**src/rtl/multiplier_signed_seq_pkg.sv**
```systemverilog
// rtl/multiplier_signed_seq_pkg.sv - FSM state encoding and sizing helper for the sequential signed multiplier
package multiplier_signed_seq_pkg;

  typedef enum logic [1:0] {
    ST_IDLE = 2'd0,
    ST_CALC = 2'd1,
    ST_SIGN = 2'd2,
    ST_DONE = 2'd3
  } state_t;

  // Iteration counter width; counts 0..w-1, and never narrower than one bit.
  function automatic int cnt_width(input int w);
    return (w <= 2) ? 1 : $clog2(w);
  endfunction

endpackage

```
**src/rtl/multiplier_signed_seq_if.sv**
```systemverilog
// rtl/multiplier_signed_seq_if.sv - operand/product valid-ready bundle for the sequential signed multiplier
interface multiplier_signed_seq_if #(
  parameter int WIDTH = 8
);
  logic                   in_valid;
  logic                   in_ready;
  logic [WIDTH-1:0]       A;
  logic [WIDTH-1:0]       B;
  logic                   out_valid;
  logic                   out_ready;
  logic [2*WIDTH-1:0]     P;

  modport master (
    output in_valid, A, B, out_ready,
    input  in_ready, out_valid, P
  );

  modport slave (
    input  in_valid, A, B, out_ready,
    output in_ready, out_valid, P
  );
endinterface

```
**src/rtl/multiplier_signed_seq_negate_n.sv**
```systemverilog
// rtl/multiplier_signed_seq_negate_n.sv - N-bit two's-complement negate (invert and add one)
module negate_n #(
  parameter int N = 8
) (
  input  logic [N-1:0] i_val,
  output logic [N-1:0] o_neg
);
  assign o_neg = ~i_val + N'(1);
endmodule

```
**src/rtl/multiplier_signed_seq.sv**
```systemverilog
// rtl/multiplier_signed_seq.sv - sign-magnitude shift-add WIDTHxWIDTH signed multiplier, one multiplier bit per cycle
// Define MULT_EARLY_TERM_EN to leave CALC once no set multiplier bits remain.
module multiplier_signed_seq
  import multiplier_signed_seq_pkg::*;
#(
  parameter int WIDTH = 8
) (
  input logic                   clk,
  input logic                   reset_n,
  multiplier_signed_seq_if.slave bus
);
  localparam int CW = cnt_width(WIDTH);

  state_t               r_state;
  state_t               w_next;
  logic [2*WIDTH-1:0]   r_mcand;
  logic [WIDTH-1:0]     r_mplier;
  logic [2*WIDTH-1:0]   r_acc;
  logic [2*WIDTH-1:0]   r_p;
  logic [CW-1:0]        r_count;
  logic                 r_neg;

  logic [WIDTH-1:0]     w_a_neg;
  logic [WIDTH-1:0]     w_b_neg;
  logic [WIDTH-1:0]     w_a_mag;
  logic [WIDTH-1:0]     w_b_mag;
  logic [2*WIDTH-1:0]   w_acc_neg;
  logic                 w_calc_last;
  logic                 w_in_ready;
  logic                 w_out_valid;

  negate_n #(.N(WIDTH))   u_neg_a   (.i_val(bus.A), .o_neg(w_a_neg));
  negate_n #(.N(WIDTH))   u_neg_b   (.i_val(bus.B), .o_neg(w_b_neg));
  negate_n #(.N(2*WIDTH)) u_neg_acc (.i_val(r_acc), .o_neg(w_acc_neg));

  // |-2^(W-1)| wraps to 2^(W-1), which is exactly right when read as unsigned.
  assign w_a_mag = bus.A[WIDTH-1] ? w_a_neg : bus.A;
  assign w_b_mag = bus.B[WIDTH-1] ? w_b_neg : bus.B;

`ifdef MULT_EARLY_TERM_EN
  assign w_calc_last = (r_count == CW'(WIDTH-1)) || ((r_mplier >> 1) == '0);
`else
  assign w_calc_last = (r_count == CW'(WIDTH-1));
`endif

  always_ff @(posedge clk) begin
    if (!reset_n) begin
      r_state <= ST_IDLE;
    end else begin
      r_state <= w_next;
    end
  end

  always_comb begin
    w_next      = r_state;
    w_in_ready  = 1'b0;
    w_out_valid = 1'b0;
    case (r_state)
      ST_IDLE: begin
        w_in_ready = 1'b1;
        if (bus.in_valid) w_next = ST_CALC;
      end
      ST_CALC: begin
        if (w_calc_last) w_next = ST_SIGN;
      end
      ST_SIGN: begin
        w_next = ST_DONE;
      end
      ST_DONE: begin
        w_out_valid = 1'b1;
        if (bus.out_ready) w_next = ST_IDLE;
      end
      default: w_next = ST_IDLE;
    endcase
  end

  always_ff @(posedge clk) begin
    if (!reset_n) begin
      r_mcand  <= '0;
      r_mplier <= '0;
      r_acc    <= '0;
      r_p      <= '0;
      r_count  <= '0;
      r_neg    <= 1'b0;
    end else begin
      case (r_state)
        ST_IDLE: begin
          if (bus.in_valid) begin
            r_mcand  <= {{WIDTH{1'b0}}, w_a_mag};
            r_mplier <= w_b_mag;
            r_neg    <= bus.A[WIDTH-1] ^ bus.B[WIDTH-1];
            r_acc    <= '0;
            r_count  <= '0;
          end
        end
        ST_CALC: begin
          if (r_mplier[0]) r_acc <= r_acc + r_mcand;
          r_mcand  <= r_mcand << 1;
          r_mplier <= r_mplier >> 1;
          r_count  <= r_count + CW'(1);
        end
        ST_SIGN: begin
          r_p <= r_neg ? w_acc_neg : r_acc;
        end
        default: begin
        end
      endcase
    end
  end

  assign bus.in_ready  = w_in_ready;
  assign bus.out_valid = w_out_valid;
  assign bus.P         = r_p;

endmodule
```
**src/flat_wrapper.sv**
```systemverilog
// flat-port wrapper written by rule: the top's interface ports become plain ports
module multiplier_signed_seq_flat import multiplier_signed_seq_pkg::*;
#(
  parameter int WIDTH = 8
)
  (clk, reset_n, bus_in_valid, bus_A, bus_B, bus_out_ready, bus_in_ready, bus_out_valid, bus_P);
  multiplier_signed_seq_if #(.WIDTH(WIDTH)) bus_i ();
  input logic clk;
  input logic reset_n;
  input wire logic [$bits(bus_i.in_valid)-1:0] bus_in_valid;
  input wire logic [$bits(bus_i.A)-1:0] bus_A;
  input wire logic [$bits(bus_i.B)-1:0] bus_B;
  input wire logic [$bits(bus_i.out_ready)-1:0] bus_out_ready;
  output wire logic [$bits(bus_i.in_ready)-1:0] bus_in_ready;
  output wire logic [$bits(bus_i.out_valid)-1:0] bus_out_valid;
  output wire logic [$bits(bus_i.P)-1:0] bus_P;
  assign bus_i.in_valid = bus_in_valid;
  assign bus_i.A = bus_A;
  assign bus_i.B = bus_B;
  assign bus_i.out_ready = bus_out_ready;
  assign bus_in_ready = bus_i.in_ready;
  assign bus_out_valid = bus_i.out_valid;
  assign bus_P = bus_i.P;
  multiplier_signed_seq #(.WIDTH(WIDTH)) u_core (.clk(clk), .reset_n(reset_n), .bus(bus_i));
endmodule
```
**config.mk**
```make
export PLATFORM = sky130hd
export DESIGN_NAME = multiplier_signed_seq_flat
export DESIGN_NICKNAME = d
export VERILOG_FILES = /design/src/rtl/multiplier_signed_seq_pkg.sv /design/src/rtl/multiplier_signed_seq_if.sv /design/src/rtl/multiplier_signed_seq_negate_n.sv /design/src/rtl/multiplier_signed_seq.sv /design/src/flat_wrapper.sv
export SDC_FILE = /design/constraint.sdc
export NUM_CORES = 1
export LEC_CHECK = 0
export BUFFER_PORTS_ARGS = -buffer_cell sky130_fd_sc_hd__buf_2
export CORE_ASPECT_RATIO = 1.75
export CORE_UTILIZATION = 56
export CTS_CLUSTER_DIAMETER = 80
export DETAILED_ROUTE_END_ITERATION = 6
export GPL_TIMING_DRIVEN = 1
export PLACE_DENSITY = 0.76
export REMOVE_ABC_BUFFERS = 1
export SETUP_SLACK_MARGIN = 0.3
export SYNTH_ARGS = -nofsm -noshare
export SYNTH_HDL_FRONTEND = slang
export SYNTH_SLANG_ARGS = --single-unit
```
**constraint.sdc**
```tcl
create_clock -name clk -period 2.55 [get_ports clk]
set_input_delay 0 -clock clk [delete_from_list [all_inputs] [get_ports clk]]
set_output_delay 0 -clock clk [all_outputs]
set_load 0.05 [all_outputs]
```
Word level (Yosys, flattened, before mapping)
Index checks and enable logic that the tools add are counted.
W data, S select, Z words.
- bits in registers: 62
- bits in latches: 0
- memory bits (writable): 0
- memory bits (read-only): 0
- bits of input ports: 20
- output and inout bits: 18
- word-level logic and storage cells: 48
- memories: 0
- add/subtract/negate cells: 5
- $mul: 0
- divide/modulo/power cells: 0
- magnitude comparators: 0
- eq/ne operators: 8
- shift-type cells: 0
- mux-type cells: 18
- bitwise gates (word level): 4
- reduce and logical (&&, ||, !) cells: 6
- operators with widths (cell ; count):
    $mux W16 ; 4
    $pmux W16 S2 ; 2
    $mux W8 ; 3
    $add A16 B1 Y16 const B ; 1
    $add A16 B16 Y16 ; 1
    $add A8 B1 Y8 const B ; 2
    $not A16 Y16 ; 1
    $not A8 Y8 ; 2
    $pmux W8 S2 ; 1
    $pmux W2 S4 ; 1
    $mux W2 ; 3
    $pmux W3 S2 ; 1
    $reduce_and A3 Y1 ; 2
    $eq A2 B2 Y1 const B ; 2
    $ne A2 B1 Y1 const B ; 2
    $ne A2 B2 Y1 const B ; 2
    $reduce_and A2 Y1 ; 2
    $add A3 B1 Y3 const B ; 1
    $eq A3 B3 Y1 const B ; 1
    $mux W3 ; 1
    $eq A2 B1 Y1 const B ; 1
    $logic_not A2 Y1 ; 1
    $mux W1 ; 2
    $reduce_bool A2 Y1 ; 1
    $xor A1 B1 Y1 ; 1

Longest topological paths before layout
Gate-level depths: netlist (run 1).
- depth after elaboration: 5
- mapped depth: 10
- gate-level depth less buffers: 9

Cells and area by module
Synthesis (run 1) repeated with hierarchy kept, for this count alone.
- cells, all modules: 495
- area total of the unflattened synthesis: 4200.3 sq um
- by module, submodules not included (module ; times used ; cells an instance ; area an instance (sq um) ; seq. area each (sq um)):
    multiplier_signed_seq ; 1 ; 422 ; 3629.7 ; 1241.2
    negate_n at u_core.u_neg_acc ; 1 ; 37 ; 295.3 ; 0.0
    negate_n at u_core.u_neg_a ... ; 2 ; 18 ; 137.6 ; 0.0

Worst setup path after synthesis (run 1)
No wires, ideal clock.
- kind: register -> register
- from: register u_core.r_state[0]
- to: register u_core.r_acc[12]
- data arrival time: 2113 ps
- data required time: 2433 ps
- slack: 320 ps
- stages on the path, launching flop included: 11
- path buffers: 2
- period minus slack after synthesis: 2230 ps
- cells stage by stage: dfxtp_1 -> inv_1 -> ha_1 -> nand2b_1 -> and3_1 -> clkbuf_1 -> and2_1 -> buf_2 -> and3_1 -> mux2i_1 -> nand2_1
- word-level cells in the longest chain between the ends: 3
- elaborated cells on any way between the ends: 7
- those cells by class: eq/ne (3); mux (1); reduce/logical (3)
- ends and longest elaborated chain (element ; line ; text):
    start, declared ; multiplier_signed_seq.sv:14 ; state_t r_state;
    start signal, assigned ; multiplier_signed_seq.sv:50 ; r_state <= w_next;
    $eq A2 B1 Y1 / $logic_not A2 Y1 (equally long branches) ; multiplier_signed_seq.sv:86 ; case (r_state)
    $ne A2 B1 Y1 (no line), or another cell as far along ; - ;
    $reduce_and A3 Y1 (no line) ; - ;
    end signal, assigned ; multiplier_signed_seq.sv:97 ; if (r_mplier[0]) r_acc <= r_acc + r_mcand;
    end, declared ; multiplier_signed_seq.sv:18 ; logic [2*WIDTH-1:0] r_acc;
Parallel ways exist; a longest one is shown, timed or not.
A chain may end at the register's enable or synchronous reset.

Worst setup path in the final report (run 1)
- from: register u_core.r_acc[0]
- to: register u_core.r_acc[14]
- word-level cells in the longest chain between the ends: 3
- ends and longest elaborated chain (element ; line):
    $add A16 B16 Y16 ; multiplier_signed_seq.sv:97
    $mux W16 ; multiplier_signed_seq.sv:97
    $pmux W16 S2 ; multiplier_signed_seq.sv:86
No other way between the ends. The select of a mux whose other input is x is not followed.

==> results of run 1 <==
## metal layers
metal  share of wire [%]  wire length [um]  up-vias  global-route usage (%)
met5                   0                 0        -                       0
met4                 3.9               313        0                    19.6
met2                  55              4410       75                    48.2
met1                  39              3140     1512                    24.8
met3                 2.6               211       24                    2.93
li1                    -                 -     1650                       -
## worst min path at each step
stage	cells past startpoint	slack (ps)	end	from
global placement	4	340	u_core.r_mplier[7]	bus_B[6]
detailed placement	4	350	u_core.r_mplier[7]	bus_B[6]
finish	4	40	u_core.r_mcand[0]	bus_A[0]
CTS	4	40	u_core.r_mcand[0]	bus_A[0]
global route	3	80	u_core.r_state[0]	bus_out_ready
floorplan	1	130	u_core.r_mplier[0]	reset_n
## kinds of logic after synthesis
kind of cell | count (synthesis) | synth area share [%]
and+or+nand+nor | 138 | 17.3
muxes | 14 | 3.83
buffers and inverters | 39 | 4.20
DFF | 62 | 33.9
AOI/OAI and AO/OA | 126 | 23.2
adders and majority gates | 25 | 8.75
xor gates and xnor gates | 37 | 8.85
## worst register-to-register path: stages (launching register included)
cell	delay, ps
dfxtp_2	370
ha_2	210
inv_1	60
fa_2	350
nor2b_2	140
o211ai_1	110
a21boi_2	260
o211ai_1	150
and4_1	220
o31ai_1	210
## placed cells by master (no fill, tap or decap), types with 5 or more instances in the layout
cell,synthesis,layout
mux2i_1,14,14
a22o_1,6,6
buf_4,1,8
o211ai_1,11,11
inv_1,13,13
a22oi_1,15,15
o21ai_1,7,7
and2_1,6,6
xnor2_1,21,21
buf_2,3,37
o21ai_0,15,15
o31ai_1,8,8
nand2_1,50,50
clkbuf_8,0,12
nor3_1,5,5
xor2_1,16,16
dfxtp_1,62,60
nor2_1,46,46
ha_1,24,23
a211oi_1,9,9
a21oi_1,29,29
## where the power goes
| group | leakage, nW | switching, mW | internal, mW |
|---|---|---|---|
| registers | 0.504 | 0.118 | 1.13 |
| clock network | 0.0910 | 0.362 | 0.434 |
| logic | 1.20 | 0.891 | 0.455 |
## area by class of cell
class	instances	area (sq um)	area share [%]
multi-input cells	340	2290	55.2
flip-flops and latches	62	1240	29.9
repair buffers	49	285	6.87
clock buffers	16	180	4.34
well taps	80	100	2.41
inverters	14	52.6	1.27
## registers in the layout, summed over array words and instances, names as in the netlist
register	flops
u_core.bus.P	16
u_core.r_acc	16
u_core.r_mcand	16
u_core.r_mplier	8
u_core.r_count	3
u_core.r_state	2
u_core.r_neg	1
## what timing repair did
item / CTS / global route
hold buffers: 4 / 0
hold endpoints to repair: 3 / 0
buffers inserted: 1 / 0
pin swaps: 1 / 1
resized for setup: 2 / 6
setup endpoints to repair: 4 / 7
==> flow_summary_export.csv, run 1 <==
group,metric,value,unit
status,status,"finished, final reports clean",
die,fp.dieW,63.1,um
clocking,cts_tree,"yes",
worst_setup_path,cp_slowest_cell,"dfxtp_2",
power_and_ir_drop,p_leak,1.79,nW
clocking,cts_made_buffers,9,
die,die_area,6880,sq um
die,core-area,6280,sq um
global_routing,grt_pass1_vias,3228,
global_routing,grt_remaining_overflow,0,
clocking,cts.htree.levels,3,
timing,fin_worst_skew,4.20,ps
worst_setup_path,critPathRequiredTime,2810,ps
synthesis,synth_edf_count,0,
synthesis,synth_top_area_cell,"dfxtp_1",
placement,pre_cts_ws,120,ps
drt,route.detailed.drc,0,
finish,finalNetCount,521,
drt,via_per_inst,5.81,
synthesis,synthTopCellsByArea,"dfxtp_1, ha_1, nand2_1",
placement,dp_cells,540,
timing,setup_viol,0,
finish,stdcell_count,561,
worst_setup_path,crit_family,"compound AO/OA/AOI/OAI gates",
finish,n_antenna_cell,0,
timing,finalHoldViolations,0,
worst_setup_path,worstSetupEndpoint,"u_core.r_acc[14]",
worst_setup_path,crit_path_end_kind,"flip-flop",
timing,rsz0062_at_grt,"true",
worst_setup_path,critPathMaxFanout,6,
clocking,cts_sinks,62,
synthesis,yosysTopAreaCellShare,33.9,%
worst_hold_path,hold_class,"input port to flip-flop",
finish,drive_above_1_share,15.0,%
timing,hold_ws,42.8,ps
worst_setup_path,worst-r2r-cell-count,9,
synthesis,synth-seq-cells,62,
synthesis,yosys_warnings,0,
global_routing,grt_usage,25.5,%
synthesis,synth_cell_type_count,53,
worst_setup_path,cp_common_cell,"o211ai_1",
die,fp.dieH,109,um
worst_setup_path,worstPathCellList,"ha_2 -> inv_1 -> fa_2 -> nor2b_2 -> o211ai_1 -> a21boi_2 -> o211ai_1 -> and4_1 -> o31ai_1",
worst_setup_path,worstReg2RegStart,"u_core.r_acc[0]",
finish,utilization,66.2,%
finish,syn_to_final_growth,13.4,%
placement,placed_cell_area,3900,sq um
synthesis,ys_seq_area_share,33.9,%
power_and_ir_drop,peakVddDrop,0.643,mV
worst_setup_path,slowest_delay,370,ps
synthesis,synth_cells,441,
finish,n_fill_cell,574,
drt,first_pass_iters,4,
clocking,worstSkewPairLatency,350,ps
timing,fmax,460,MHz
worst_setup_path,r2r_end,"u_core.r_acc[14]",
global_routing,grt_pass1_wl,13700,um
timing,drv_slew,0,
synthesis,async_flop_share,0,%
placement,hpwl,6000,um
drt,drt_iter0_drc,144,
worst_setup_path,worst-path-buf-inv,1,
placement,portBuffers,37,
die,row_count,38,
worst_setup_path,critPathKind,"flip-flop to flip-flop",
timing,tightest_slew,629,ps
power_and_ir_drop,p_total,3.39,mW
worst_setup_path,r2r_slack,380,ps
global_routing,antenna_found_initial,0,
synthesis,ys_top_cells_by_count,"dfxtp_1, nand2_1, nor2_1, a21oi_1, ha_1",
power_and_ir_drop,power.density,816,nW/um^2
synthesis,netlist_area,3660,sq um
drt,drt-total-wl,8080,um
timing,slew_headroom,57.8,%
die,initial_core_util,58.4,%
flow_run,max-cap-violations,0,
worst_setup_path,crit_start,"u_core.r_acc[0]",
timing,min_period,2170,ps
synthesis,avgSynthCellArea,8.30,sq um
synthesis,synth_flop_cell,"dfxtp_1",
synthesis,synth.most_common_cell,"dfxtp_1",
timing,finalWorstSetupSlack,378,ps
global_routing,grt_max_degree,48,
drt,vias,3261,
die,boundaryPins,38,
drt,wl_per_cell,14.4,um
placement,gp_congestion,0.937,
timing,fin_crit_sh,85.2,%
timing,fin_tns_setup,0,ps
worst_setup_path,cp_num_cells,9,
drt,drtAntennaViolNets,0,
worst_setup_path,start_kind,"flip-flop",
clocking,root_buffer,"clkbuf_8",
clocking,cts_buffer_depth,2,
worst_setup_path,worstPathArrival,2440,ps
clocking,clkTransAtPathRegs,60,ps
finish,design_area,4150,sq um
Note: power is estimated with default switching activity, not from simulation.
==> run 2, diff against run 1 <==
--- a/config.mk
+++ b/config.mk
@@ -5,8 +5,8 @@
 export SDC_FILE = /design/constraint.sdc
 export NUM_CORES = 1
 export LEC_CHECK = 0
-export BUFFER_PORTS_ARGS = -buffer_cell sky130_fd_sc_hd__buf_2
-export CORE_ASPECT_RATIO = 1.75
+export BUFFER_PORTS_ARGS = -buffer_cell sky130_fd_sc_hd__clkbuf_2
+export CORE_ASPECT_RATIO = 2
 export CORE_UTILIZATION = 56
 export CTS_CLUSTER_DIAMETER = 80
 export DETAILED_ROUTE_END_ITERATION = 6
==> run 2 against run 1 <==
Sequential power hardly changed. Wire length grew 1.3%. Fmax hardly changed. Register-to-register slack barely moved. Clock power increased by 34%. Critical endpoint is now u_core.r_acc[15].
==> flow_summary_export.csv, run 2 (synthesis results as in run 1) <==
group,metric,value,unit
status,status,"finished, final reports clean",
die,fp.dieH,116,um
power_and_ir_drop,peakVddDrop,0.695,mV
global_routing,grt_max_degree,46,
timing,fin_worst_skew,7.56,ps
placement,portBuffers,37,
power_and_ir_drop,power.density,875,nW/um^2
drt,via_per_inst,5.70,
drt,drtAntennaViolNets,0,
worst_setup_path,r2r_slack,380,ps
finish,syn_to_final_growth,15.1,%
drt,vias,3219,
clocking,root_buffer,"clkbuf_16",
global_routing,grt_usage,26.1,%
worst_setup_path,critPathRequiredTime,2760,ps
clocking,cts_sinks,62,
worst_setup_path,slowest_delay,410,ps
worst_setup_path,critPathKind,"flip-flop to flip-flop",
worst_setup_path,start_kind,"flip-flop",
finish,layout_common_cells,"dfxtp_1, nand2_1, nor2_1",
global_routing,grt_pass1_vias,3070,
worst_hold_path,hold_end,"u_core.r_mplier[7]",
timing,min_period,2170,ps
die,core-area,6310,sq um
clocking,cts_tree,"yes",
finish,register_area,1240,sq um
clocking,cts_made_buffers,9,
timing,fin_tns_setup,0,ps
finish,n_antenna_cell,0,
finish,drive_above_1_share,14.4,%
timing,tightest_slew,645,ps
worst_setup_path,critPathMaxFanout,6,
worst_hold_path,hold_class,"input port to flip-flop",
die,boundaryPins,38,
power_and_ir_drop,p_leak,1.81,nW
timing,finalHoldViolations,0,
finish,layout_commonest_cell,"dfxtp_1",
global_routing,antenna_found_initial,0,
global_routing,grt_pass1_wl,13300,um
timing,slew_headroom,56.7,%
clocking,cts_setup_buffers,0,
finish,n_fill_cell,560,
finish,multi_input_area,2280,sq um
timing,fmax,460,MHz
placement,gp_congestion,0.944,
worst_hold_path,hold_depth,4,
finish,stdcell_count,565,
die,initial_core_util,58.0,%
worst_hold_path,hp-start,"bus_B[0]",
drt,first_pass_iters,4,
worst_setup_path,cp_slowest_cell,"dfxtp_1",
drt,drt_iter0_drc,112,
drt,route.detailed.drc,0,
die,die_area,6890,sq um
worst_setup_path,worstPathCellList,"ha_1 -> a211oi_1 -> o21ai_2 -> a21boi_1 -> o31ai_1 -> xnor2_1 -> a22o_1",
drt,drt-total-wl,8190,um
global_routing,grt_remaining_overflow,0,
worst_setup_path,worstPathArrival,2380,ps
placement,dp_cells,548,
timing,fin_crit_sh,85.2,%
clocking,worstSkewPairLatency,330,ps
clocking,clkTransAtPathRegs,50,ps
die,row_count,41,
timing,setup_viol,0,
finish,finalNetCount,519,
drt,wl_per_cell,14.5,um
clocking,cts_buffer_depth,2,
die,fp.dieW,59.2,um
timing,drv_slew,0,
timing,rsz0062_at_grt,"true",
worst_setup_path,worstReg2RegStart,"u_core.r_acc[1]",
worst_setup_path,r2r_end,"u_core.r_acc[15]",
worst_setup_path,worst-r2r-cell-count,7,
placement,hpwl,6190,um
flow_run,max-cap-violations,0,
clocking,cts.htree.levels,3,
worst_setup_path,crit_path_end_kind,"flip-flop",
run 2: changes by cell type in the layout (fill, tap and decap cells not counted):
cell           delta
dfxtp_2           -2
clkbuf_8         -11
a21boi_1          +2
buf_4             +1
dlygate4sd3_1     -3
clkbuf_16         +9
dfxtp_4           +1
dfxtp_1           +1
clkbuf_1          +1
a21boi_2          -2
clkbuf_2         +37
clkinv_2          +1
buf_2            -37
run 2: worst max-delay path by stage:
| stage | end | slack, ps | cells past startpoint | startpoint |
|---|---|---|---|---|
| 5_1_grt | u_core.r_acc[14] | 260 | 10 | u_core.r_acc[0] |
| 3_5_place_dp | u_core.r_acc[14] | 230 | 10 | u_core.r_acc[0] |
| 2_1_floorplan | u_core.r_acc[10] | 220 | 7 | u_core.r_state[1] |
| 4_1_cts | u_core.r_acc[14] | 320 | 10 | u_core.r_acc[0] |
| 3_3_place_gp | u_core.r_acc[14] | 350 | 10 | u_core.r_acc[0] |
| 6_report | u_core.r_acc[15] | 380 | 7 | u_core.r_acc[1] |
run 2: layout make-up:
cell class	instances	area share, %
timing repair buffer	47	6.24
multi-input combinational	340	54.2
clock inverter	1	0.119
inverter	14	1.25
clock buffer	15	6.12
sequential	62	29.5
tap	86	2.55
run 2: through the flow:
stage / setup WS [ps] / hold slack (ps) / util, % / power [mW] / cell area (sq um)
final: 377 / 32.6 / 66.8 / 3.69 / 4210
after global routing: 263 / 41.5 / 66.8 / 3.92 / 4210
after CTS: 319 / 23.7 / 66.5 / 3.71 / 4200
after detailed placement: 232 / 346 / 62.1 / 2.64 / 3920
after global placement: 355 / 338 / 62.1 / 2.60 / 3920
after floorplan: 218 / 133 / - / 2.22 / 3560
run 2: timing repair:
item | in CTS | in global routing
gates resized for setup | 2 | 4
hold buffers | 1 | 0
hold endpoints to repair | 1 | 0
setup endpoints to repair | 1 | 3
run 2: critical path: cells and delay by family (launching register included):
kind                       cells  cell delay (ps)
adders and majority gates      1              280
DFF                            1              410
AOI/OAI and AO/OA              5             1240
xor gates and xnor gates       1              150
run 2: where the power goes:
group,total [mW],switching (mW),leakage (nW),internal [mW]
Combinational,1.37,0.903,1.18,0.464
Sequential,1.25,0.120,0.504,1.13
Clock,1.07,0.388,0.128,0.682
Total,3.69,1.41,1.81,2.28
run 2: metal layers:
metal	vias up	global-route usage (%)	share of wire [%]
met5	-	0	0
met4	0	16.3	2.5
met3	16	4.65	2.7
met2	62	50.0	57
met1	1492	24.0	38
li1	1649	-	-
==> run 3, diff against run 2 <==
==> constraint.sdc (replaced) <==
create_clock -name clk -period 2.8 [get_ports clk]
set_input_delay 0 -clock clk [delete_from_list [all_inputs] [get_ports clk]]
set_output_delay 0 -clock clk [all_outputs]
set_load 0.05 [all_outputs]
==> run 3 against run 2 <==
Sequential power fell by 9%. Utilization barely moved. First-iteration DRC count fell by 19%. Final area barely moved. Sequential share of layout area fell by 0.098 points. Critical path depth rose by 2. Die area did not move. Register-to-register slack improved by 90 ps. Setup slack improved by 87 ps. Clock skew fell by 2.1 ps. Largest cell class unchanged. Largest power group unchanged.
==> flow_summary_export.csv, run 3 (synthesis results as in run 1) <==
group,metric,value,unit
finish,drive_above_1_share,13.6,%
placement,portBuffers,37,
power_and_ir_drop,p_total,3.42,mW
finish,n_fill_cell,585,
timing,fin_crit_sh,83.4,%
clocking,cts_tree,"yes",
global_routing,busiest_layer,"met2",
clocking,cts_buffer_depth,2,
timing,fmax,428,MHz
worst_setup_path,crit_path_end_kind,"flip-flop",
worst_setup_path,worst-path-buf-inv,1,
flow_run,max-cap-violations,0,
global_routing,use_met2,50.0,%
timing,finalWorstSetupSlack,464,ps
clocking,cts_sinks,62,
power_and_ir_drop,seqPwrFrac,33.4,%
drt,route.detailed.drc,0,
global_routing,grt_pass1_vias,3117,
timing,finalHoldViolations,0,
timing,drv_slew,0,
worst_setup_path,cp_common_cell,"o211ai_1",
clocking,cts_setup_buffers,0,
global_routing,met3_usage,7.20,%
worst_setup_path,start_kind,"flip-flop",
worst_setup_path,slowest_delay,420,ps
power_and_ir_drop,p_clk_share,31.3,%
die,fp.dieH,116,um
placement,pre_cts_ws,364,ps
timing,min_period,2340,ps
worst_setup_path,worstPathArrival,2580,ps
power_and_ir_drop,power.density,811,nW/um^2
worst_setup_path,crit_family,"compound AO/OA/AOI/OAI gates",
finish,syn_to_final_growth,15.1,%
worst_setup_path,worstPathCellList,"ha_1 -> inv_1 -> fa_1 -> nor2b_1 -> o211ai_1 -> a21boi_2 -> o211ai_1 -> and4_1 -> o31ai_1",
worst_setup_path,critPathMaxFanout,6,
finish,finalNetCount,517,
finish,n_antenna_cell,0,
status,status,"finished, final reports clean",
global_routing,grt_remaining_overflow,0,
placement,hpwl,6200,um
drt,first_pass_iters,4,
global_routing,grt_usage,26.5,%
placement,gp_congestion,0.911,
power_and_ir_drop,internal_power,2.10,mW
power_and_ir_drop,p_comb_share,35.4,%
drt,vias,3256,
global_routing,grt_max_degree,45,
global_routing,use_met1,24.6,%
die,fp.dieW,59.2,um
clocking,worstSkewPairLatency,340,ps
timing,tightest_slew,747,ps
drt,drt-total-wl,8340,um
drt,via_per_inst,5.78,
worst_setup_path,critPathRequiredTime,3050,ps
finish,layout_common_cells,"dfxtp_1, nand2_1, nor2_1",
clocking,clkTransAtPathRegs,50,ps
drt,wl_per_cell,14.8,um
die,initial_core_util,58.0,%
global_routing,antenna_found_initial,0,
worst_setup_path,critPathKind,"flip-flop to flip-flop",
clocking,cts.htree.levels,3,
clocking,cts_made_buffers,9,
die,die_area,6890,sq um
power_and_ir_drop,switching_share,38.5,%
power_and_ir_drop,peakVddDrop,0.634,mV
timing,fin_worst_skew,5.48,ps
power_and_ir_drop,p_leak,1.81,nW
worst_hold_path,hold_class,"input port to flip-flop",
drt,drt_iter0_drc,91,
die,boundaryPins,38,
clocking,root_buffer,"clkbuf_16",
die,core-area,6310,sq um
timing,slew_headroom,49.8,%
drt,drtAntennaViolNets,0,
timing,fin_tns_setup,0,ps
timing,hold_ws,87.1,ps
global_routing,grt_pass1_wl,13500,um
worst_setup_path,cp_slowest_cell,"dfxtp_1",
timing,setup_viol,0,
power_and_ir_drop,p_switching,1.32,mW
finish,layout_commonest_cell,"dfxtp_1",
timing,rsz0062_at_grt,"false",
die,row_count,41,
-- run 3: cell type report --
cell class	instances	area, sq um	area share (%)
multi-input cells	340	2280	54.1
flip-flops and latches	62	1240	29.4
repair buffers	45	253	6.00
clock buffers	11	233	5.52
well taps	86	108	2.55
inverters	14	52.6	1.25
clock inverters	5	50.0	1.19
-- run 3: worst reg2reg max path, delay by kind of cell, from the launching register on --
kind / cells / cell delay [ps]
AOI/OAI and AO/OA: 4 / 750
adders and majority gates: 2 / 620
buffers and inverters: 1 / 60
DFF: 1 / 420
and+or+nand+nor: 2 / 390
-- run 3: metal layers --
layer	routed length (um)	up-vias
li1	-	1644
met1	3070	1518
met2	4710	71
met3	251	23
met4	311	0
met5	0	-
-- run 3: repair_timing --
item                                   in CTS  in global routing
setup endpoints to repair                   0                  9
endpoints found under the hold margin       2                  0
hold buffers                                3                  0
resized for setup                           0                  2
-- run 3: through the flow --
step,utilization [%],area (sq um),cells
2_1_floorplan,-,3560,416
3_3_place_gp,61.7,3890,544
3_5_place_dp,61.7,3890,544
4_1_cts,66.6,4200,563
5_1_grt,66.8,4220,563
6_report,66.8,4220,563
-- run 3: final timing paths --
path | start | to | slack [ps] | depth (start not counted)
worst max-delay path | u_core.r_acc[0] | u_core.r_acc[14] | 460 | 9
worst min-delay path | reset_n | u_core.r_mplier[0] | 90 | 2
worst min register to register | u_core.r_mplier[7] | u_core.r_mplier[7] | 450 | 2
worst max register to register | u_core.r_acc[0] | u_core.r_acc[14] | 460 | 9
-- run 3: power groups by stage --
stage	Combinational, mW	Sequential (mW)	Clock [mW]
after floorplan	0.770	1.25	0
after global placement	1.16	1.15	0
after detailed placement	1.19	1.16	0
after CTS	1.20	1.14	1.08
after global routing	1.33	1.16	1.12
final	1.21	1.14	1.07
